==> src/rtl/layer_canvas_controller.sv <==
// Multi-layer canvas controller: tool write routing, layer clear engine
// and a two-stage priority compositor for video pixel requests.
module layer_canvas_controller #(
  parameter int WIDTH       = 640,
  parameter int HEIGHT      = 480,
  parameter int LAYERS      = 4,
  parameter int COLOR_WIDTH = 3,
  localparam int XW     = $clog2(WIDTH),
  localparam int YW     = $clog2(HEIGHT),
  localparam int ADDR_W = $clog2(WIDTH * HEIGHT),
  localparam int LW     = $clog2(LAYERS)
) (
  input  logic                          clk,
  input  logic                          reset_n,
  input  logic                          layer_next,
  input  logic [LAYERS-1:0]             layer_visible,
  input  logic                          clear_req,
  input  logic                          tool_valid,
  input  logic [XW-1:0]                 tool_x,
  input  logic [YW-1:0]                 tool_y,
  input  logic [COLOR_WIDTH-1:0]        tool_color,
  input  logic                          pixel_valid,
  input  logic [XW-1:0]                 pixel_x,
  input  logic [YW-1:0]                 pixel_y,
  input  logic [LAYERS*COLOR_WIDTH-1:0] rd_data,
  output logic [LAYERS-1:0]             wr_en,
  output logic [ADDR_W-1:0]             wr_addr,
  output logic [COLOR_WIDTH-1:0]        wr_data,
  output logic [ADDR_W-1:0]             rd_addr,
  output logic [LW-1:0]                 active_layer,
  output logic                          busy,
  output logic                          out_valid,
  output logic [COLOR_WIDTH-1:0]        out_color
);

  localparam logic [ADDR_W-1:0] LAST =
    ADDR_W'(WIDTH * HEIGHT - 1);
  localparam logic [LW-1:0] TOP_LAYER =
    LW'(LAYERS - 1);

  typedef enum logic {IDLE, CLEAR} state_t;

  state_t                   state;
  logic                     next_q;
  logic                     clear_q;
  logic [ADDR_W-1:0]        count;
  logic [LW-1:0]            clear_layer;
  logic                     next_edge;
  logic                     clear_edge;
  logic                     tool_ok;
  logic [ADDR_W-1:0]        tool_addr;
  logic [ADDR_W-1:0]        pix_addr;
  logic [LAYERS-1:0]        active_hot;
  logic                     pix_v;
  logic [COLOR_WIDTH-1:0]   pick;

  assign next_edge  = layer_next & ~next_q;
  assign clear_edge = clear_req & ~clear_q;
  assign active_hot = LAYERS'(1) << active_layer;

  assign tool_addr = ADDR_W'(tool_y) * ADDR_W'(WIDTH)
                   + ADDR_W'(tool_x);
  assign pix_addr  = ADDR_W'(pixel_y) * ADDR_W'(WIDTH)
                   + ADDR_W'(pixel_x);

  assign tool_ok = tool_valid
                 && (32'(tool_x) < WIDTH)
                 && (32'(tool_y) < HEIGHT)
                 && layer_visible[active_layer];

  // A clear edge pre-empts both the tool pixel and a layer change.
  always_ff @(posedge clk) begin
    if (!reset_n) begin
      state        <= IDLE;
      next_q       <= 1'b0;
      clear_q      <= 1'b0;
      count        <= '0;
      clear_layer  <= '0;
      active_layer <= '0;
      busy         <= 1'b0;
      wr_en        <= '0;
      wr_addr      <= '0;
      wr_data      <= '0;
    end else begin
      next_q  <= layer_next;
      clear_q <= clear_req;
      wr_en   <= '0;
      unique case (state)
        IDLE: begin
          if (clear_edge) begin
            state       <= CLEAR;
            count       <= '0;
            busy        <= 1'b1;
            clear_layer <= active_layer;
          end else begin
            if (next_edge) begin
              active_layer <= (active_layer == TOP_LAYER)
                            ? '0 : active_layer + 1'b1;
            end
            if (tool_ok) begin
              wr_en   <= active_hot;
              wr_addr <= tool_addr;
              wr_data <= tool_color;
            end
          end
        end
        CLEAR: begin
          wr_en   <= LAYERS'(1) << clear_layer;
          wr_addr <= count;
          wr_data <= '0;
          count   <= count + 1'b1;
          if (count == LAST) begin
            state <= IDLE;
            busy  <= 1'b0;
          end
        end
        default: state <= IDLE;
      endcase
    end
  end

  // Later (higher) layers override lower ones.
  always_comb begin
    pick = '0;
    for (int i = 0; i < LAYERS; i++) begin
      if (layer_visible[i]
          && rd_data[i*COLOR_WIDTH +: COLOR_WIDTH] != '0) begin
        pick = rd_data[i*COLOR_WIDTH +: COLOR_WIDTH];
      end
    end
  end

  always_ff @(posedge clk) begin
    if (!reset_n) begin
      rd_addr   <= '0;
      pix_v     <= 1'b0;
      out_valid <= 1'b0;
      out_color <= '0;
    end else begin
      rd_addr   <= pix_addr;
      pix_v     <= pixel_valid;
      out_valid <= pix_v;
      if (pix_v) begin
        out_color <= pick;
      end
    end
  end

endmodule

==> config.mk <==
export PLATFORM = sky130hd
export DESIGN_NAME = layer_canvas_controller
export DESIGN_NICKNAME = d
export VERILOG_FILES = /design/src/rtl/layer_canvas_controller.sv
export SDC_FILE = /design/constraint.sdc
export NUM_CORES = 1
export LEC_CHECK = 0
export ABC_AREA = 1
export CAP_MARGIN = 20
export CORE_MARGIN = 2
export CORE_UTILIZATION = 30
export DETAILED_ROUTE_END_ITERATION = 10
export GPL_TIMING_DRIVEN = 1
export PLACE_DENSITY = 0.57
export REMOVE_ABC_BUFFERS = 1
export SLEW_MARGIN = 20
export SYNTH_ARGS = -nofsm -noshare
export SYNTH_HDL_FRONTEND = slang
export SYNTH_SLANG_ARGS = --single-unit
==> constraint.sdc <==
create_clock -name clk -period 2.2 [get_ports clk]
set_clock_uncertainty 0.2 [all_clocks]
set_input_delay 0.22 -clock clk [delete_from_list [all_inputs] [get_ports clk]]
set_output_delay 0.22 -clock clk [all_outputs]
set_load 0.01 [all_outputs]
==> summary.md, run 1 <==
| Metric | Value |
|---|---|
| Largest area contributor in the netlist | dfxtp_1 |
| Placer congestion estimate | 0.885 |
| Critical Path RT | 2.28 ns |
| Pwr Total | 4.36 mW |
| Crit path kind | in2reg |
| Residual DRC | 0 |
| Post-route setup slack | 0.0868 ns |
| Total GRT Usage | 15.9% |
| Post-synth EDFFs | 0 |
| Setup crit end kind | flip-flop |
| Internal power | 3.12 mW |
| Die ar. | 16,000 um2 |
| Most used flip-flop cell after synthesis | dfxtp_1 |
| Total CTS buffers | 9 |
| Hold WS | 0.0264 ns |
| Startpoint types | input port |
| CTS tree | done |
| Cells on worst reg2reg path | 9 |
| # placed instances | 980 |
| Core Area | 14,600 um2 |
| Library cells used by synthesis | 42 |
| Max Cap Violations | 0 |
| Fin. Hold Viols | 0 |
| Initial Utilization | 30.8% |
| Fin cells | 1,006 |
| Vias in the first global route | 4,619 |
| # setup viols final | 0 |
| Row count | 44 |
| Share of layout cells above drive strength 1 | 22.6% |
| Die Ht | 126 um |
| Antenna violations before repair | 0 |
| Logic pwr share | 28.4% |
| Clock transition at the registers of the reported paths | 0.06 ns |
| Lkg Pwr | 3.07 nW |
| Number of diodes | 0 |
| DR vias/cell | 4.72 |
| Count leader, synth | nand2_1 |
| Fillers | 1,400 |
| Crit. path cell count | 14 |
| Max incr delay on CP | 0.50 ns |
| Initial DRC count | 198 |
| Worst Path Arrival | 2.19 ns |
| HP Class | in2reg |
| Cell area after synthesis | 4490 um2 |
| CTS Root Cell | clkbuf_16 |
| Post-Syn Instances | 632 |
| Slowest stage cell, crit path | fa_1 |
| First-pass DRT Iterations | 5 |
| Post-DP Area | 6280 um2 |
| Fmax | 473 MHz |
| Status | finished, final reports clean |
| Design Area, Final | 7080 um2 |
| Unrepaired setup endpoints after global routing | true |
| Post-Route WL | 13,200 um |
| Area of the multi-input gates | 3000 um2 |
| Clock group share of total power | 37.2% |
| Place WS | -0.733 ns |
| CTS max path bufs | 2 |
| Synth top area share | 34.3% |
| Final-stage net count | 923 |
| Cts hold-fix bufs | 0 |
| Worst path cell trace | buf_2 > ha_4 > ha_4 > fa_1 > buf_4 > buf_4 > nand2_2 > nor2_4 > nand3_4 > nor2_4 > nand2_1 > nand2_1 > nand3_2 > a21oi_2 |
| Switch share | 28.4% |
| Critical path's top delay family | adder cells |
| Tmin final | 2.11 ns |
| Synth Warn # | 0 |
| Gr ovfl total | 0 |
| Register area share after synthesis | 34.3% |
| Worst slew pin tran | 0.620 ns |
| DPL Wire Length | 9870 um |
| Yosys reg bits | 77 |
| Asr flop ratio synth | 0% |
| Routed len/inst | 13.1 um |
| Sink Count | 77 |
| H-tree Lvls | 3 |
| Detail Route Antenna Nets | 0 |
| Die W | 126 um |
| I/O Buffers | 114 |
| Crit path max fanout | 3 |
| Clock Latency Late Sink | 0.34 ns |
| Fraction of power consumed by sequential logic | 34.4% |
| Max-slew violation count | 0 |
| I/O pins | 115 |
| Psw | 1.24 mW |
| Area contributors post-synth | dfxtp_1, nand2_1, ha_1, inv_1, a21oi_1 |
| Layout overhead on the synthesized area | 57.7% |
| First-pass GRT wire length | 20,900 um |
| CP Buf/Inv Count | 3 |
| Pwr Density | 616 nW/um2 |
| FF/Latch Area | 1540 um2 |
| Max IR drop VDD | 0.000371 V |
| Largest net degree at the start of global routing | 23 |
| Post-Syn Area per Cell | 7.10 um2 |
| Worst hold stages | 4 |
| Routed vias | 4,750 |
| Fin crit share | 96.1% |
| Max_slew headroom | 58.3% |
| Leading cell types by count after synthesis | nand2_1, dfxtp_1, inv_1, a21oi_1, nand3_1 |
-- metrics by stage --
stage / TNS (ns) / util [%]
final: 0 / 48.5
after global routing: -0.163 / 48.5
after CTS: 0 / 46.7
after detailed placement: -13.22 / 43.1
after global placement: -11.94 / 43.1
after floorplan: -0.830 / -
-- final timing paths --
check                               startpoint                        to  slack (ns)
setup / recovery                     tool_y[3]  wr_addr[17]$_SDFFE_PN0P_        0.09
hold reg to reg              busy$_SDFFE_PN0P_         busy$_SDFFE_PN0P_        0.26
hold / removal                      pixel_x[7]     rd_addr[7]$_SDFF_PN0_        0.03
setup reg to reg  active_layer[1]$_SDFFE_PN0P_  wr_addr[16]$_SDFFE_PN0P_        0.27
-- timing repair --
item / 4_1_cts / 5_1_grt
setup endpoints to repair: 18 / 12
gates resized for setup: 55 / 57
cloned: 0 / 0
pin swaps: 22 / 27
buffers inserted: 4 / 6
endpoints found under the hold margin: 0 / 0
-- worst reg2reg max path, stage by stage (launching register included) --
cell,delay (ns)
dfxtp_1,0.40
inv_1,0.13
nand3_1,0.11
nand2_1,0.10
nor2_1,0.24
nand2_1,0.16
inv_2,0.13
buf_12,0.17
nand3_1,0.11
a21oi_1,0.13
-- power by group through the flow --
| stage | logic [mW] | clock network, mW | registers, mW |
|---|---|---|---|
| 6_report | 1.24 | 1.62 | 1.50 |
| 3_3_place_gp | 1.03 | 0 | 1.53 |
| 4_1_cts | 1.14 | 1.67 | 1.50 |
| 3_5_place_dp | 1.05 | 0 | 1.53 |
| 2_1_floorplan | 0.487 | 0 | 1.56 |
| 5_1_grt | 1.37 | 1.73 | 1.51 |
-- cells in the final DEF (no fill, tap or decap), types with 5 or more instances in the layout --
master / synthesis / routed
ha_1: 39 / 15
nand2_1: 189 / 179
nor2_4: 2 / 6
nand3_2: 4 / 8
nor2_1: 40 / 34
dfxtp_1: 77 / 77
inv_1: 75 / 73
nand3_1: 42 / 37
o211ai_1: 5 / 5
a31oi_1: 14 / 14
nor3_1: 5 / 5
a21oi_2: 2 / 7
clkbuf_16: 0 / 9
nand4_1: 9 / 9
inv_2: 4 / 6
ha_4: 0 / 21
a21oi_1: 46 / 41
buf_4: 1 / 72
dlymetal6s2s_1: 0 / 7
nand2_2: 1 / 11
clkbuf_2: 0 / 5
nor2_2: 8 / 10
clkdlybuf4s50_1: 0 / 96
o21ai_0: 17 / 15
-- layout make-up --
cell class | instances | area share [%]
multi-input combinational | 462 | 42.4
sequential | 77 | 21.8
tap | 184 | 3.25
timing repair buffer | 188 | 23.8
clock inverter | 5 | 1.18
clock buffer | 11 | 3.43
inverter | 79 | 4.19
-- sequential cells by signal, indices dropped and copies added, names as in the netlist --
register	flops
count	19
clear_q	1
busy	1
wr_en	4
pix_v	1
out_valid	1
wr_data	3
state	1
active_layer	2
next_q	1
clear_layer	2
wr_addr	19
rd_addr	19
out_color	3
-- metal layers --
metal	track usage [%]	routed length, um	share of wire, %	up-vias
li1	-	-	-	2440
met1	18.6	5610	42	2184
met2	28.4	6800	51	113
met3	4.34	661	5.0	13
met4	4.78	152	1.1	0
met5	0	0	0	-
-- cell families after synthesis --
family / after synthesis / synth area share, %
adders and majority gates: 43 / 12.7
xor gates and xnor gates: 10 / 2.12
AOI/OAI and AO/OA: 96 / 12.2
DFF: 77 / 34.3
and+or+nand+nor: 313 / 30.5
buffers and inverters: 93 / 8.17
Power figures use the tool's default switching activity.
==> inputs of run 2 (changes only) <==
CORE_MARGIN = default   (was 2)
==> summary.md, run 2 (synthesized netlist as in run 1, its figures left out) <==
| Metric | Value |
|---|---|
| Fmax | 471 MHz (-0.40%) |
| Layout overhead on the synthesized area | 59.4% |
| Setup crit end kind | flip-flop |
| Post-route setup slack | 0.0783 ns (-0.00849 ns) |
| Post-DP Area | 6320 um2 (+0.64%) |
| H-tree Lvls | 3 (unchanged) |
| Hold WS | 0.0436 ns (+0.0172 ns) |
| Die Ht | 124 um (-1.6%) |
| Antenna violations before repair | 0 (unchanged) |
| Reg2reg end | wr_addr[16]$_SDFFE_PN0P_ |
| Core Area | 14,600 um2 (unchanged) |
| Residual DRC | 0 (unchanged) |
| Unrepaired setup endpoints after global routing | true |
| Worst Hold Endpoint | rd_addr[7]$_SDFF_PN0_ |
| Fin cells | 1,018 (+1.2%) |
| Most common cell after layout, fill and taps aside | nand2_1 |
| Global routing usage on met1 | 19.4% (+0.79 points) |
| Busiest layer in global routing | met2 |
| Post-Route WL | 13,600 um (+2.7%) |
| DPL Wire Length | 9760 um (-1.1%) |
| First-pass DRT Iterations | 4 (-1) |
| GR Util met3 | 4.17% (-0.18 points) |
| Routed len/inst | 13.3 um (+1.5%) |
| Setup_tns | 0 ns (unchanged) |
| Die W | 124 um (-1.6%) |
| Tmin final | 2.12 ns (+0.00849 ns) |
| Largest regs | count x19, rd_addr x19, wr_addr x19 |
| # placed instances | 982 (+0.20%) |
| Fin crit share | 96.4% (+0.39 points) |
| Largest net degree at the start of global routing | 24 (+4.3%) |
| Detail Route Antenna Nets | 0 (unchanged) |
| # setup viols final | 0 (unchanged) |
| Max Cap Violations | 0 (unchanged) |
| Worst path cell trace | dlygate4sd2_1 > buf_4 > ha_4 > ha_4 > nand2_1 > inv_1 > nand4_1 > nand2_2 > xnor2_4 > nor2_2 > a21oi_1 > nor2_1 |
| Worst slew pin tran | 0.597 ns (-0.0238 ns) |
| CTS max path bufs | 2 (unchanged) |
| Row count | 44 (unchanged) |
| DR vias/cell | 4.75 (+0.69%) |
| I/O pins | 115 (unchanged) |
| Pwr Density | 590 nW/um2 (-4.2%) |
| Critical path's most frequent cell | ha_4 |
| Worst r2r src | active_layer[1]$_SDFFE_PN0P_ |
| Fillers | 1,372 (-2.0%) |
| Pwr Total | 4.22 mW (-3.2%) |
| Initial Utilization | 30.8% (unchanged) |
| Clock transition at the registers of the reported paths | 0.06 ns (about the same) |
| Cts hold-fix bufs | 0 (unchanged) |
| Die ar. | 15,500 um2 (-3.1%) |
| FF-to-FF setup slack | 0.25 ns (-0.02 ns) |
| Worst hold stages | 4 (unchanged) |
| I/O Buffers | 114 (unchanged) |
| Max_slew headroom | 59.9% (+1.6 points) |
| CTS tree | done |
| Clock Latency Late Sink | 0.33 ns (about the same) |
| Slowest stage cell, crit path | ha_4 |
| Design Area, Final | 7150 um2 (+1.1%) |
| Critical Path RT | 2.22 ns (-0.06 ns) |
| Commonest cells after routing, fill and taps aside | nand2_1, clkdlybuf4s50_1, buf_4 |
| Max incr delay on CP | 0.29 ns (-0.21 ns) |
| First-pass GRT wire length | 21,000 um (+0.59%) |
| Routed vias | 4,840 (+1.9%) |
| Place WS | -0.765 ns (-0.0324 ns) |
| Lkg Pwr | 3.14 nW (+2.3%) |
| CTS Root Cell | clkbuf_16 |
| Startpoint types | input port |
| HP Class | in2reg |
| Sink Count | 77 (unchanged) |
| Final core utilization | 49.0% (+0.53 points) |
| Worst Path Arrival | 2.15 ns (-0.04 ns) |
| Max IR drop VDD | 0.000384 V (+3.7%) |
| Status | finished, final reports clean |
| Worst hold start | pixel_x[7] |
| M2 GR Usage | 29.9% (+1.5 points) |
| Total GRT Usage | 16.8% (+0.87 points) |
| Gr ovfl total | 0 (unchanged) |
| Max-slew violation count | 0 (unchanged) |
| Share of layout cells above drive strength 1 | 23.0% (+0.39 points) |
| Crit path kind | in2reg |
| Initial DRC count | 192 (-3.0%) |
| Cells on worst reg2reg path | 9 (unchanged) |
| Number of diodes | 0 (unchanged) |
| Vias in the first global route | 4,560 (-1.3%) |
| Final-stage net count | 935 (+1.3%) |
| Fin. Hold Viols | 0 (unchanged) |
| Total CTS buffers | 9 (unchanged) |
| Placer congestion estimate | 0.848 (-4.1%) |
| Crit path max fanout | 6 (+3) |
## run 2: worst max path at each step
stage          startpoint                       end  slack, ns  cells after the start
6_report       pixel_y[4]    rd_addr[17]$_SDFF_PN0_       0.08                     12
3_5_place_dp    tool_y[1]  wr_addr[18]$_SDFFE_PN0P_      -0.77                     16
5_1_grt         tool_y[1]  wr_addr[18]$_SDFFE_PN0P_      -0.05                     16
4_1_cts         tool_y[6]  wr_addr[18]$_SDFFE_PN0P_     -0.003                     14
3_3_place_gp    tool_y[1]  wr_addr[18]$_SDFFE_PN0P_      -0.71                     16
2_1_floorplan   tool_y[1]  wr_addr[16]$_SDFFE_PN0P_      -0.18                     14
## run 2: area by class of cell
class	count	area, um2	area share (%)
inverter	79	297	4.14
timing repair buffer	200	1810	25.4
clock inverter	4	30.0	0.420
clock buffer	12	256	3.59
tap	184	230	3.22
multi-input combinational	462	2990	41.7
sequential	77	1540	21.5
## run 2: power by group
part	leakage (nW)	internal (mW)	total, mW	switching [mW]
combinational	2.37	0.657	1.29	0.629
clock	0.140	0.832	1.43	0.598
sequential	0.629	1.46	1.51	0.0404
total	3.14	2.95	4.22	1.27
## run 2: critical path: cells and delay by family
kind | cells | cell delay (ns)
buffers and inverters | 3 | 0.57
adder cells (fa/ha/maj) | 2 | 0.53
AND/OR/NAND/NOR | 5 | 0.53
AO/OA/AOI/OAI | 1 | 0.13
XOR/XNOR | 1 | 0.17
## run 2: timing repair
item	in CTS	in global routing
pin swaps	34	40
setup buffers	14	6
gates resized for setup	64	49
setup endpoints to repair	14	13
## run 2: layer usage
metal  up-vias  part of all wire [%]
li1       2465                     -
met1      2216                    43
met2       134                    49
met3        25                   4.8
met4         0                   2.5
met5         -                     0
